<file path="config.mk">
export PLATFORM = sky130hd
export DESIGN_NAME = serial_alu
export DESIGN_NICKNAME = d
export VERILOG_FILES = /design/src/rtl/serial_alu.sv
export SDC_FILE = /design/constraint.sdc
export NUM_CORES = 1
export LEC_CHECK = 0
export CORE_AREA = 2 2 146 148
export CTS_CLUSTER_SIZE = 8
export DETAILED_ROUTE_END_ITERATION = 8
export DIE_AREA = 0 0 148 150
export PLACE_DENSITY = 0.6
export SKIP_CTS_REPAIR_TIMING = 1
export SLEW_MARGIN = 10
export SYNTH_ARGS = -nofsm -noshare
export SYNTH_HDL_FRONTEND = slang
export SYNTH_SLANG_ARGS = --single-unit
export TNS_END_PERCENT = 30
</file>
<file path="constraint.sdc">
create_clock -name i_clk -period 3.9 [get_ports i_clk]
set_input_delay 0.585 -clock i_clk [delete_from_list [all_inputs] [get_ports i_clk]]
set_output_delay 0.585 -clock i_clk [all_outputs]
set_load 0.02 [all_outputs]
</file>
<file path="src/rtl/serial_alu.sv">
// Slice-serial ALU for ADD/SUB/AND/OR/SLT: SLICE bits per clock, LSB first,
// with a registered carry between slices. Result, zero and err appear with a one-cycle done pulse.
module serial_alu #(
  parameter int WIDTH = 32,
  parameter int SLICE = 4
) (
  input  logic             i_clk,
  input  logic             i_rst,
  input  logic             i_start,
  input  logic [2:0]       i_alu_control,
  input  logic [WIDTH-1:0] i_src_a,
  input  logic [WIDTH-1:0] i_src_b,
  output logic             o_busy,
  output logic             o_done,
  output logic [WIDTH-1:0] o_alu_result,
  output logic             o_zero,
  output logic             o_err
);

  // WIDTH must be a multiple of SLICE with at least two slices.
  localparam int N  = WIDTH / SLICE;
  localparam int CW = (N > 1) ? $clog2(N) : 1;
  localparam logic [CW-1:0] LAST = CW'(N - 1);

  localparam logic [2:0] OP_ADD = 3'b000;
  localparam logic [2:0] OP_SUB = 3'b001;
  localparam logic [2:0] OP_AND = 3'b010;
  localparam logic [2:0] OP_OR  = 3'b011;
  localparam logic [2:0] OP_SLT = 3'b101;

  typedef enum logic [1:0] {
    S_IDLE = 2'd0,
    S_RUN  = 2'd1,
    S_DONE = 2'd2
  } state_t;

  state_t               r_state;
  logic [WIDTH-1:0]     r_a;
  logic [WIDTH-1:0]     r_b;
  logic [2:0]           r_op;
  logic [CW-1:0]        r_cnt;
  logic                 r_carry;
  logic [WIDTH-SLICE-1:0] r_sh;
  logic [WIDTH-1:0]     r_result;
  logic                 r_busy;
  logic                 r_done;
  logic                 r_zero;
  logic                 r_err;

  logic                 w_in_legal;
  logic                 w_in_sub;
  logic                 w_sub;
  logic [SLICE-1:0]     w_a_k;
  logic [SLICE-1:0]     w_b_k;
  logic [SLICE-1:0]     w_b_inv;
  logic [SLICE:0]       w_sum;
  logic [SLICE-1:0]     w_s;
  logic [WIDTH-1:0]     w_shift;
  logic                 w_d;
  logic                 w_v;
  logic                 w_lt;
  logic                 w_last;
  logic [WIDTH-1:0]     w_final;

  assign w_in_legal = (i_alu_control == OP_ADD) || (i_alu_control == OP_SUB) ||
                      (i_alu_control == OP_AND) || (i_alu_control == OP_OR)  ||
                      (i_alu_control == OP_SLT);
  assign w_in_sub   = (i_alu_control == OP_SUB) || (i_alu_control == OP_SLT);

  // Operands shift right each slice, so the current slice is always at the LSB end.
  assign w_sub   = (r_op == OP_SUB) || (r_op == OP_SLT);
  assign w_a_k   = r_a[SLICE-1:0];
  assign w_b_k   = r_b[SLICE-1:0];
  assign w_b_inv = w_b_k ^ {SLICE{w_sub}};
  assign w_sum   = {1'b0, w_a_k} + {1'b0, w_b_inv} + {{SLICE{1'b0}}, r_carry};

  always_comb begin
    w_s = w_sum[SLICE-1:0];
    case (r_op)
      OP_AND:  w_s = w_a_k & w_b_k;
      OP_OR:   w_s = w_a_k | w_b_k;
      default: w_s = w_sum[SLICE-1:0];
    endcase
  end

  assign w_shift = {w_s, r_sh};
  assign w_last  = (r_cnt == LAST);

  // On the last slice the operand MSBs sit at the top of the current slice.
  assign w_d  = w_sum[SLICE-1];
  assign w_v  = (w_a_k[SLICE-1] ^ w_b_k[SLICE-1]) & (w_a_k[SLICE-1] ^ w_d);
  assign w_lt = w_d ^ w_v;

  assign w_final = (r_op == OP_SLT) ? {{(WIDTH-1){1'b0}}, w_lt} : w_shift;

  always_ff @(posedge i_clk or posedge i_rst) begin
    if (i_rst) begin
      r_state  <= S_IDLE;
      r_a      <= '0;
      r_b      <= '0;
      r_op     <= OP_ADD;
      r_cnt    <= '0;
      r_carry  <= 1'b0;
      r_sh     <= '0;
      r_result <= '0;
      r_busy   <= 1'b0;
      r_done   <= 1'b0;
      r_zero   <= 1'b0;
      r_err    <= 1'b0;
    end else begin
      r_done <= 1'b0;
      case (r_state)
        S_IDLE: begin
          if (i_start) begin
            r_busy <= 1'b1;
            if (w_in_legal) begin
              r_a     <= i_src_a;
              r_b     <= i_src_b;
              r_op    <= i_alu_control;
              r_cnt   <= '0;
              r_carry <= w_in_sub;
              r_state <= S_RUN;
            end else begin
              r_result <= '0;
              r_zero   <= 1'b1;
              r_err    <= 1'b1;
              r_done   <= 1'b1;
              r_state  <= S_DONE;
            end
          end
        end
        S_RUN: begin
          r_a     <= r_a >> SLICE;
          r_b     <= r_b >> SLICE;
          r_carry <= w_sum[SLICE];
          r_sh    <= w_shift[WIDTH-1:SLICE];
          r_cnt   <= r_cnt + CW'(1);
          if (w_last) begin
            r_result <= w_final;
            r_zero   <= (w_final == '0);
            r_err    <= 1'b0;
            r_done   <= 1'b1;
            r_state  <= S_DONE;
          end
        end
        S_DONE: begin
          r_busy  <= 1'b0;
          r_state <= S_IDLE;
        end
        default: begin
          r_busy  <= 1'b0;
          r_state <= S_IDLE;
        end
      endcase
    end
  end

  assign o_busy       = r_busy;
  assign o_done       = r_done;
  assign o_alu_result = r_result;
  assign o_zero       = r_zero;
  assign o_err        = r_err;

endmodule
</file>
---- Word level (Yosys, flattened, before mapping) ----
Index checks and enable logic that the tools add are counted.
operators by class
  muxes and demuxes ....................... 34
  eq/ne operators ......................... 14
  add/sub/neg operators ................... 3
  reduce and logical (&&, ||, !) cells .... 15
  bitwise logic cells ..................... 8
operator list
  cell                                                                   number
  32-bit two-way mux                                                     8
  32-bit case mux with 2 select lines                                    3
  32-bit zero test                                                       1
  3-bit by 2-bit equality test with 1-bit output, second input constant  4
  1-bit two-way mux                                                      10
  1-bit case mux with 2 select lines                                     5
  3-bit equality test, second input constant                             3
  2-bit inequality test, second input constant                           4
  4-bit case mux with 2 select lines                                     1
  3-bit by 1-bit equality test with 1-bit output, second input constant  2
  1-bit logical OR                                                       6
  2-bit two-way mux                                                      3
  3-bit two-way mux                                                      2
  3-bit case mux with 2 select lines                                     1
  3-bit AND reduction                                                    2
  4-bit by 4-bit adder with 5-bit output                                 1
  5-bit by 1-bit adder with 5-bit output                                 1
  4-bit AND                                                              1
  4-bit OR                                                               1
  2-bit case mux with 2 select lines                                     1
  2-bit AND reduction                                                    2
  4-bit AND reduction                                                    1
  4-bit XOR                                                              1
  3-bit by 1-bit adder with 3-bit output, second input constant          1
  7 further kinds                                                        9
word-level totals
  output and inout bits ................... 36
  register bits ........................... 137
  word-level logic and storage cells ...... 86

---- Depth between registers and ports, before layout ----
Gate-level depths: netlist (run 1).
  depth in word-level cells ............... 12
  mapped depth ............................ 11
  gate-level depth less buffers ........... 10

---- Worst setup path before layout (run 1) ----
Ideal clock, no wire load.
  kind .................................... reg2reg
  start ................................... register r_op[1]
  end ..................................... register r_zero, in the netlist o_zero
  clock period less this slack ............ 2.260 ns
  cell stages (with the launch flop) ...... 10
  path buffers ............................ 1
  slack ................................... 1.640 ns
  setup time .............................. 0.120 ns
  arrival time ............................ 2.139 ns
  data required time ...................... 3.780 ns
  path through ............................ dfrtp_1 -> nand2b_1 -> buf_2 -> xor2_1 -> fa_1 -> nand3b_1 -> and3b_1 -> o31a_1 -> and4_1 -> o211a_1
on the way
  longest elaborated chain between the ends .. 12
ends and longest elaborated chain
  what                                                                                   line    RTL
  start, declared                                                                        40      logic [2:0] r_op;
  start signal, assigned                                                                 119     r_op <= i_alu_control;
  3-bit by 1-bit equality test with 1-bit output or 3-bit equality test (tied branches)  71, 94
  1-bit logical OR                                                                       71      assign w_sub = (r_op == OP_SUB) || (r_op == OP_SLT);
  4-bit XOR                                                                              74      assign w_b_inv = w_b_k ^ {SLICE{w_sub}};
  4-bit by 4-bit adder with 5-bit output                                                 75      assign w_sum = {1'b0, w_a_k} + {1'b0, w_b_inv} + {{SLICE{1'b0}}, r_carry};
  5-bit by 1-bit adder with 5-bit output                                                 75
  1-bit XOR                                                                              91      assign w_v = (w_a_k[SLICE-1] ^ w_b_k[SLICE-1]) & (w_a_k[SLICE-1] ^ w_d);
  1-bit AND                                                                              91
  1-bit XOR                                                                              92      assign w_lt = w_d ^ w_v;
  32-bit two-way mux *                                                                   94      assign w_final = (r_op == OP_SLT) ? {{(WIDTH-1){1'b0}}, w_lt} : w_shift;
  32-bit zero test *                                                                     140     r_zero <= (w_final == '0);
  1-bit two-way mux *                                                                    138     if (w_last) begin
  1-bit case mux with 2 select lines *                                                   112     case (r_state)
  end signal, assigned                                                                   140
  end, declared                                                                          47      logic r_zero;
Mark *: on every way between the ends. The rest lies on a longest branch, timed or not. The select of a mux whose other input is x is not followed.
A chain may end at the register's enable or synchronous reset.

---- Final worst setup path (run 1) ----
  start ................................... register r_op[0]
  end ..................................... register r_zero, in the netlist o_zero
Same word-level chain as after synthesis.

==> results of run 1 <==
[per-layer routing]
layer	routed length (microns)	track usage
met5	0	0
met4	228	0.05333
met3	1037	0.05488
met2	5709	0.1928
met1	6262	0.1621
[per-stage QoR]
step	std cells	power, uW
6_report	960	6423
5_1_grt	960	6962
4_1_cts	960	6537
3_5_place_dp	930	5049
3_3_place_gp	930	4984
2_1_floorplan	579	4272
[worst reg2reg max path: stages (launching register included)]
cell and delay (ps):
dfrtp_1 500, nand2b_1 260, xor2_1 220, fa_1 390, nand3b_1 200, and3b_1 200
o31a_1 310, and4_1 200, o211a_1 190
[final timing paths]
check                                    startpoint                          end  slack (ps)  cells past startpoint
worst max-delay path            r_op[0]$_DFFE_PP0P_           o_zero$_DFFE_PP0P_        1310                      8
worst min-delay path            r_carry$_DFFE_PP0P_          r_carry$_DFFE_PP0P_         480                      1
worst max register to register  r_op[0]$_DFFE_PP0P_           o_zero$_DFFE_PP0P_        1310                      8
worst min register to register  r_carry$_DFFE_PP0P_          r_carry$_DFFE_PP0P_         480                      1
max in group asynchronous                     i_rst           r_b[2]$_DFFE_PP0P_        2740                      3
min in group asynchronous                     i_rst  o_alu_result[2]$_DFFE_PP0P_         650                      3
[state kept, by name, summed over array words and instances, names as in the netlist]
| signal | count |
|---|---|
| r_op | 3 |
| r_b | 32 |
| o_done | 1 |
| r_state | 2 |
| o_err | 1 |
| o_alu_result | 32 |
| r_cnt | 3 |
| r_carry | 1 |
| o_zero | 1 |
| o_busy | 1 |
| r_a | 32 |
| r_sh | 28 |
[cells in the final DEF, fill, tap and decap left out, types with 2 or more instances in the layout]
cell type        netlist  final
a211oi_1               2      2
a21o_1                 2      2
a21oi_1                5      5
a22o_1                29     29
buf_12                 0      2
buf_4                  9      6
clkbuf_1               8      3
clkbuf_16              0     17
clkdlybuf4s50_1        0    105
clkinv_2               0      5
clkinvlp_4             0      4
dfrtp_1              137    137
fa_1                   2      2
ha_1                   7      7
inv_1                 12     11
maj3_1                 2      2
mux2i_1               58     58
nand2_1              162    162
nand2b_1               3      2
nand3_1                2      2
nor2_1                 7      7
nor2_2                 2      2
nor4_1                 6      6
o21ai_0               76     76
xnor2_1                4      4
[where the power goes]
group / internal (uW) / switching [uW]
Combinational: 1130 / 1350
Sequential: 2040 / 444
Clock: 878 / 585
Total: 4050 / 2380
[logic make-up (layout without fill, tap and decap cells)]
group                    count (synthesis)  after routing  share of synthesized area
adder cells (fa/ha/maj)                 12             12                    0.02625
XOR/XNOR                                 5              5                   0.007234
AO/OA/AOI/OAI                          124            124                     0.1277
AND/OR/NAND/NOR                        194            194                     0.1333
flip-flops                             137            137                     0.5664
multiplexers                            58             58                    0.09591
buffers and inverters                   49            155                    0.04320
[cell type report]
| type | count | area share |
|---|---|---|
| repair buffers | 113 | 0.1444 |
| clock inverters | 9 | 0.009862 |
| well taps | 275 | 0.04374 |
| inverters | 12 | 0.006203 |
| clock buffers | 21 | 0.05726 |
| multi-input cells | 393 | 0.3027 |
| flip-flops and latches | 137 | 0.4358 |
==> results.json, run 1 <==
{
  "finalSetupViolCount": 0,
  "grt_pass1_wl_microns": 22250,
  "final_core_util": 0.3802,
  "slew_headroom": 0.2338,
  "post-place-ws_ps": 1235,
  "period_share": 0.6647,
  "grt_pass1_vias": 4440,
  "power.leakage_uw": 0.003611,
  "route.detailed.drc": 0,
  "placed_cell_area_sq_um": 7338,
  "ant_nets": 0,
  "clk-insertion-delay-late_ps": 430,
  "vias_per_cell": 4.470,
  "cp.required_ps": 4200,
  "antennaDiodeCount": 0,
  "startpoint_type": "flop",
  "worstPathBufferInverterCount": 0,
  "drt_iter0_markers": 261,
  "cellPowerDensity_nw_per_um2": 816.5,
  "cp_slowest_cell": "dfrtp_1",
  "start_util": 0.2926,
  "grt_max_degree": 107,
  "cts_sinks": 137,
  "die_area_sq_um": 22200,
  "timing.hold.ws_ps": 475.6,
  "portBuffers": 105,
  "crit_family": "simple AND/OR/NAND/NOR gates",
  "fin_skew_ps": 8.948,
  "synth_area_sq_um": 6053,
  "drv_cap": 0,
  "ys_types": 45,
  "path_clk_slew_ps": 60,
  "drt_wl_total_microns": 13240,
  "slowest_delay_ps": 500,
  "grt_usage": 0.1282,
  "setup_tns_ps": 0,
  "critPathArrivalTime_ps": 2900,
  "ir_worst_vdd_uv": 389.1,
  "synth_edf_count": 0,
  "syn_inst": 579,
  "synth_fp_nets": 658,
  "final_layout_size_suffix_gt1_frac": 0.06715,
  "chipWidth_microns": 148,
  "overflow": 0,
  "synth.avg_cell_area_sq_um": 10.45,
  "crit_path_cell_trace": "nand2b_1, xor2_1, fa_1, nand3b_1, and3b_1, o31a_1, and4_1, o211a_1",
  "multiInputGateArea_sq_um": 2381,
  "io_pins": 106,
  "rsz0062_at_grt": "false",
  "synth_ff_type": "dfrtp_1",
  "drtPass1Iterations": 4,
  "htreeDepth": 4,
  "cts_tree": "yes",
  "cts-root-buf": "clkbuf_16",
  "nNetsFinal": 753,
  "synth.top_cells.by_area": "dfrtp_1 57%, nand2_1 10%, mux2i_1 9.6%, o21ai_0 6.3%, a22o_1 4.2%",
  "syn_to_final_growth_pct": 29.95,
  "vias": 4291,
  "fmax_mhz": 385.8,
  "hold_class": "flop to flop",
  "hold_viol_final": 0,
  "fp-row-count": 53,
  "gp_congestion": 0.7571,
  "ys_seq_area_frac": 0.5663,
  "synth_warnings": 0,
  "synth_common_cells": "162 x nand2_1, 137 x dfrtp_1, 76 x o21ai_0",
  "crit_fanout": 7,
  "ys_ff_latch": 137,
  "layout_min_cycle_time_ps": 2592,
  "clockBufferDepth": 2,
  "regArea_sq_um": 3428,
  "stdcell_area_sq_um": 7866,
  "tightest_slew_ps": 1148,
  "yosysTopAreaCell": "dfrtp_1",
  "setup_ws_ps": 1308,
  "place.detailed.hpwl_microns": 8893,
  "critPathKind": "flop to flop",
  "avgRoutedWirePerCell_microns": 13.79,
  "status": "complete, no violations",
  "slew_violations": 0,
  "antenna_found_initial": 0,
  "ys_async_sr_fraction": 1.000,
  "cts_made_buffers": 17,
  "cp-end-kind": "flop",
  "die_h_microns": 150,
  "core_region_area_sq_um": 20690,
  "yosysMostFrequentCell": "nand2_1",
  "synth_top_area_share": 0.5663,
  "fillCellCount": 2094
}
Note: power is estimated with default switching activity, not from simulation.
==> run 2, diff against run 1 <==
--- a/config.mk
+++ b/config.mk
@@ -9,7 +9,7 @@
 export CTS_CLUSTER_SIZE = 8
 export DETAILED_ROUTE_END_ITERATION = 8
 export DIE_AREA = 0 0 148 150
-export PLACE_DENSITY = 0.6
+export PLACE_DENSITY = 0.59
 export SKIP_CTS_REPAIR_TIMING = 1
 export SLEW_MARGIN = 10
 export SYNTH_ARGS = -nofsm -noshare
==> constraint.sdc (replaced) <==
create_clock -name i_clk -period 2.5 [get_ports i_clk]
set_input_delay 0.375 -clock i_clk [delete_from_list [all_inputs] [get_ports i_clk]]
set_output_delay 0.375 -clock i_clk [all_outputs]
set_load 0.02 [all_outputs]
==> run 2 against run 1 <==
  * Die area is the same
  * Cell count grew 0.42%
  * Critical path depth is the same
  * Critical path type unchanged
  * Register-to-register slack lost 1200 ps
  * Flip-flop and latch count is the same
==> results.json, run 2 (synthesized netlist as in run 1, its figures left out) <==
{
  "status": "complete, no violations",
  "cts_made_buffers": 17,
  "cp-end-kind": "flop",
  "antennaDiodeCount": 0,
  "fp-row-count": 53,
  "worstPathBufferInverterCount": 0,
  "cp.depth": 8,
  "crit_fanout": 3,
  "drt_wl_total_microns": 13600,
  "ant_nets": 0,
  "cts-root-buf": "clkbuf_16",
  "grt_max_degree": 78,
  "overflow": 0,
  "antenna_found_initial": 0,
  "cellPowerDensity_nw_per_um2": 1325,
  "slew_headroom": 0.2262,
  "dp.cells": 932,
  "cp.required_ps": 2800,
  "final_core_util": 0.3895,
  "drv_cap": 0,
  "clockBufferDepth": 2,
  "vias_per_cell": 4.473,
  "r2r_start": "r_op[1]$_DFFE_PP0P_",
  "finalNonFillerCells": 964,
  "slowest_delay_ps": 420,
  "fin_skew_ps": 7.818,
  "avgRoutedWirePerCell_microns": 14.11,
  "start_util": 0.2926,
  "hold_class": "input port to asynchronous set/reset pin",
  "final_layout_size_suffix_gt1_frac": 0.07692,
  "portBuffers": 105,
  "drt_iter0_markers": 261,
  "slew_violations": 0,
  "cp_slowest_cell": "fa_1",
  "grt_usage": 0.1316,
  "mostFrequentLayoutCells": "162 x nand2_1, 137 x dfrtp_1, 105 x clkdlybuf4s50_1, 76 x o21ai_0, 58 x mux2i_1",
  "gp_congestion": 0.7539,
  "hold_viol_final": 0,
  "htreeDepth": 4,
  "cts_tree": "yes",
  "startpoint": "r_op[1]$_DFFE_PP0P_",
  "fmax_mhz": 417.7,
  "tightest_slew_ps": 1159,
  "die_h_microns": 150,
  "core_region_area_sq_um": 20690,
  "r2r_setup_slack_ps": 110,
  "crit_family": "simple AND/OR/NAND/NOR gates",
  "power.leakage_uw": 0.003699,
  "path_clk_slew_ps": 60,
  "final_common_cell": "nand2_1",
  "layout_min_cycle_time_ps": 2394,
  "clk-insertion-delay-late_ps": 420,
  "period_share": 0.9577,
  "finalSetupViolCount": 0,
  "drtPass1Iterations": 4,
  "io_pins": 106,
  "nNetsFinal": 755,
  "timing.hold.ws_ps": 308.2,
  "grt_pass1_vias": 4392,
  "vias": 4312,
  "route.detailed.drc": 0,
  "critPathKind": "flop to flop",
  "crit_path_cell_trace": "nand2b_1, xor2_1, fa_1, nand3b_1, and3b_1, o31a_1, and4_1, o211a_1",
  "startpoint_type": "flop",
  "setup_tns_ps": 0,
  "chipWidth_microns": 148,
  "syn_to_final_growth_pct": 33.11,
  "cts_sinks": 137,
  "grt_pass1_wl_microns": 23090,
  "critPathArrivalTime_ps": 2690,
  "place.detailed.hpwl_microns": 9167,
  "r2r_cells": 8,
  "ir_worst_vdd_uv": 721.6,
  "die_area_sq_um": 22200
}
==> run 2: cell count changes in the layout (fill, tap and decap cells not counted), sizes merged <==
cell / previous run / this run
buf: 8 / 10
bufinv: 1 / 5
clkinv: 5 / 4
clkinvlp: 4 / 3
==> run 2: layout make-up <==
cell class	instances	area, sq um
Inverter	12	48.80
Tap cell	275	344.1
Clock buffer	21	470.5
Timing Repair Buffer	115	1189
Clock inverter	11	192.7
Fill cell	2062	12630
Sequential cell	137	3428
Multi-Input combinational cell	393	2385
==> run 2: through the flow <==
step / setup WS, ps / power [uW] / cell area, sq um
2_1_floorplan: 240.3 / 6664 / 6057
3_3_place_gp: 213.9 / 7860 / 7391
3_5_place_dp: 140.1 / 7975 / 7391
4_1_cts: 51.87 / 10820 / 8054
5_1_grt: -22.75 / 11540 / 8058
6_report: 105.8 / 10670 / 8058
==> run 2: metal layers <==
layer / vias up / track usage / part of all wire
li1: 2171 / - / -
met5: - / 0 / 0
met3: 11 / 0.05061 / 0.071
met2: 115 / 0.2028 / 0.45
met4: 0 / 0.04048 / 0.011
met1: 2015 / 0.1716 / 0.47
==> run 2: power by group <==
part	total [uW]	internal, uW	switching (uW)
Sequential	3860	3190	679
Combinational	4010	1840	2170
Clock	2800	1850	949
Total	10700	6870	3800
==> run 2: final timing paths <==
| kind | end |
|---|---|
| worst max-delay path | o_zero$_DFFE_PP0P_ |
| worst min-delay path | r_sh[0]$_DFFE_PP0P_ |
| worst max register to register | o_zero$_DFFE_PP0P_ |
| worst min register to register | r_b[27]$_DFFE_PP0P_ |
| max in group asynchronous | r_a[5]$_DFFE_PP0P_ |
| min in group i_clk | r_b[27]$_DFFE_PP0P_ |
==> run 3, diff against run 2 <==
--- a/config.mk
+++ b/config.mk
@@ -15,4 +15,3 @@
 export SYNTH_ARGS = -nofsm -noshare
 export SYNTH_HDL_FRONTEND = slang
 export SYNTH_SLANG_ARGS = --single-unit
-export TNS_END_PERCENT = 30
==> results of run 3 <==
Final layout, timing and power as in run 2 (identical DEF).
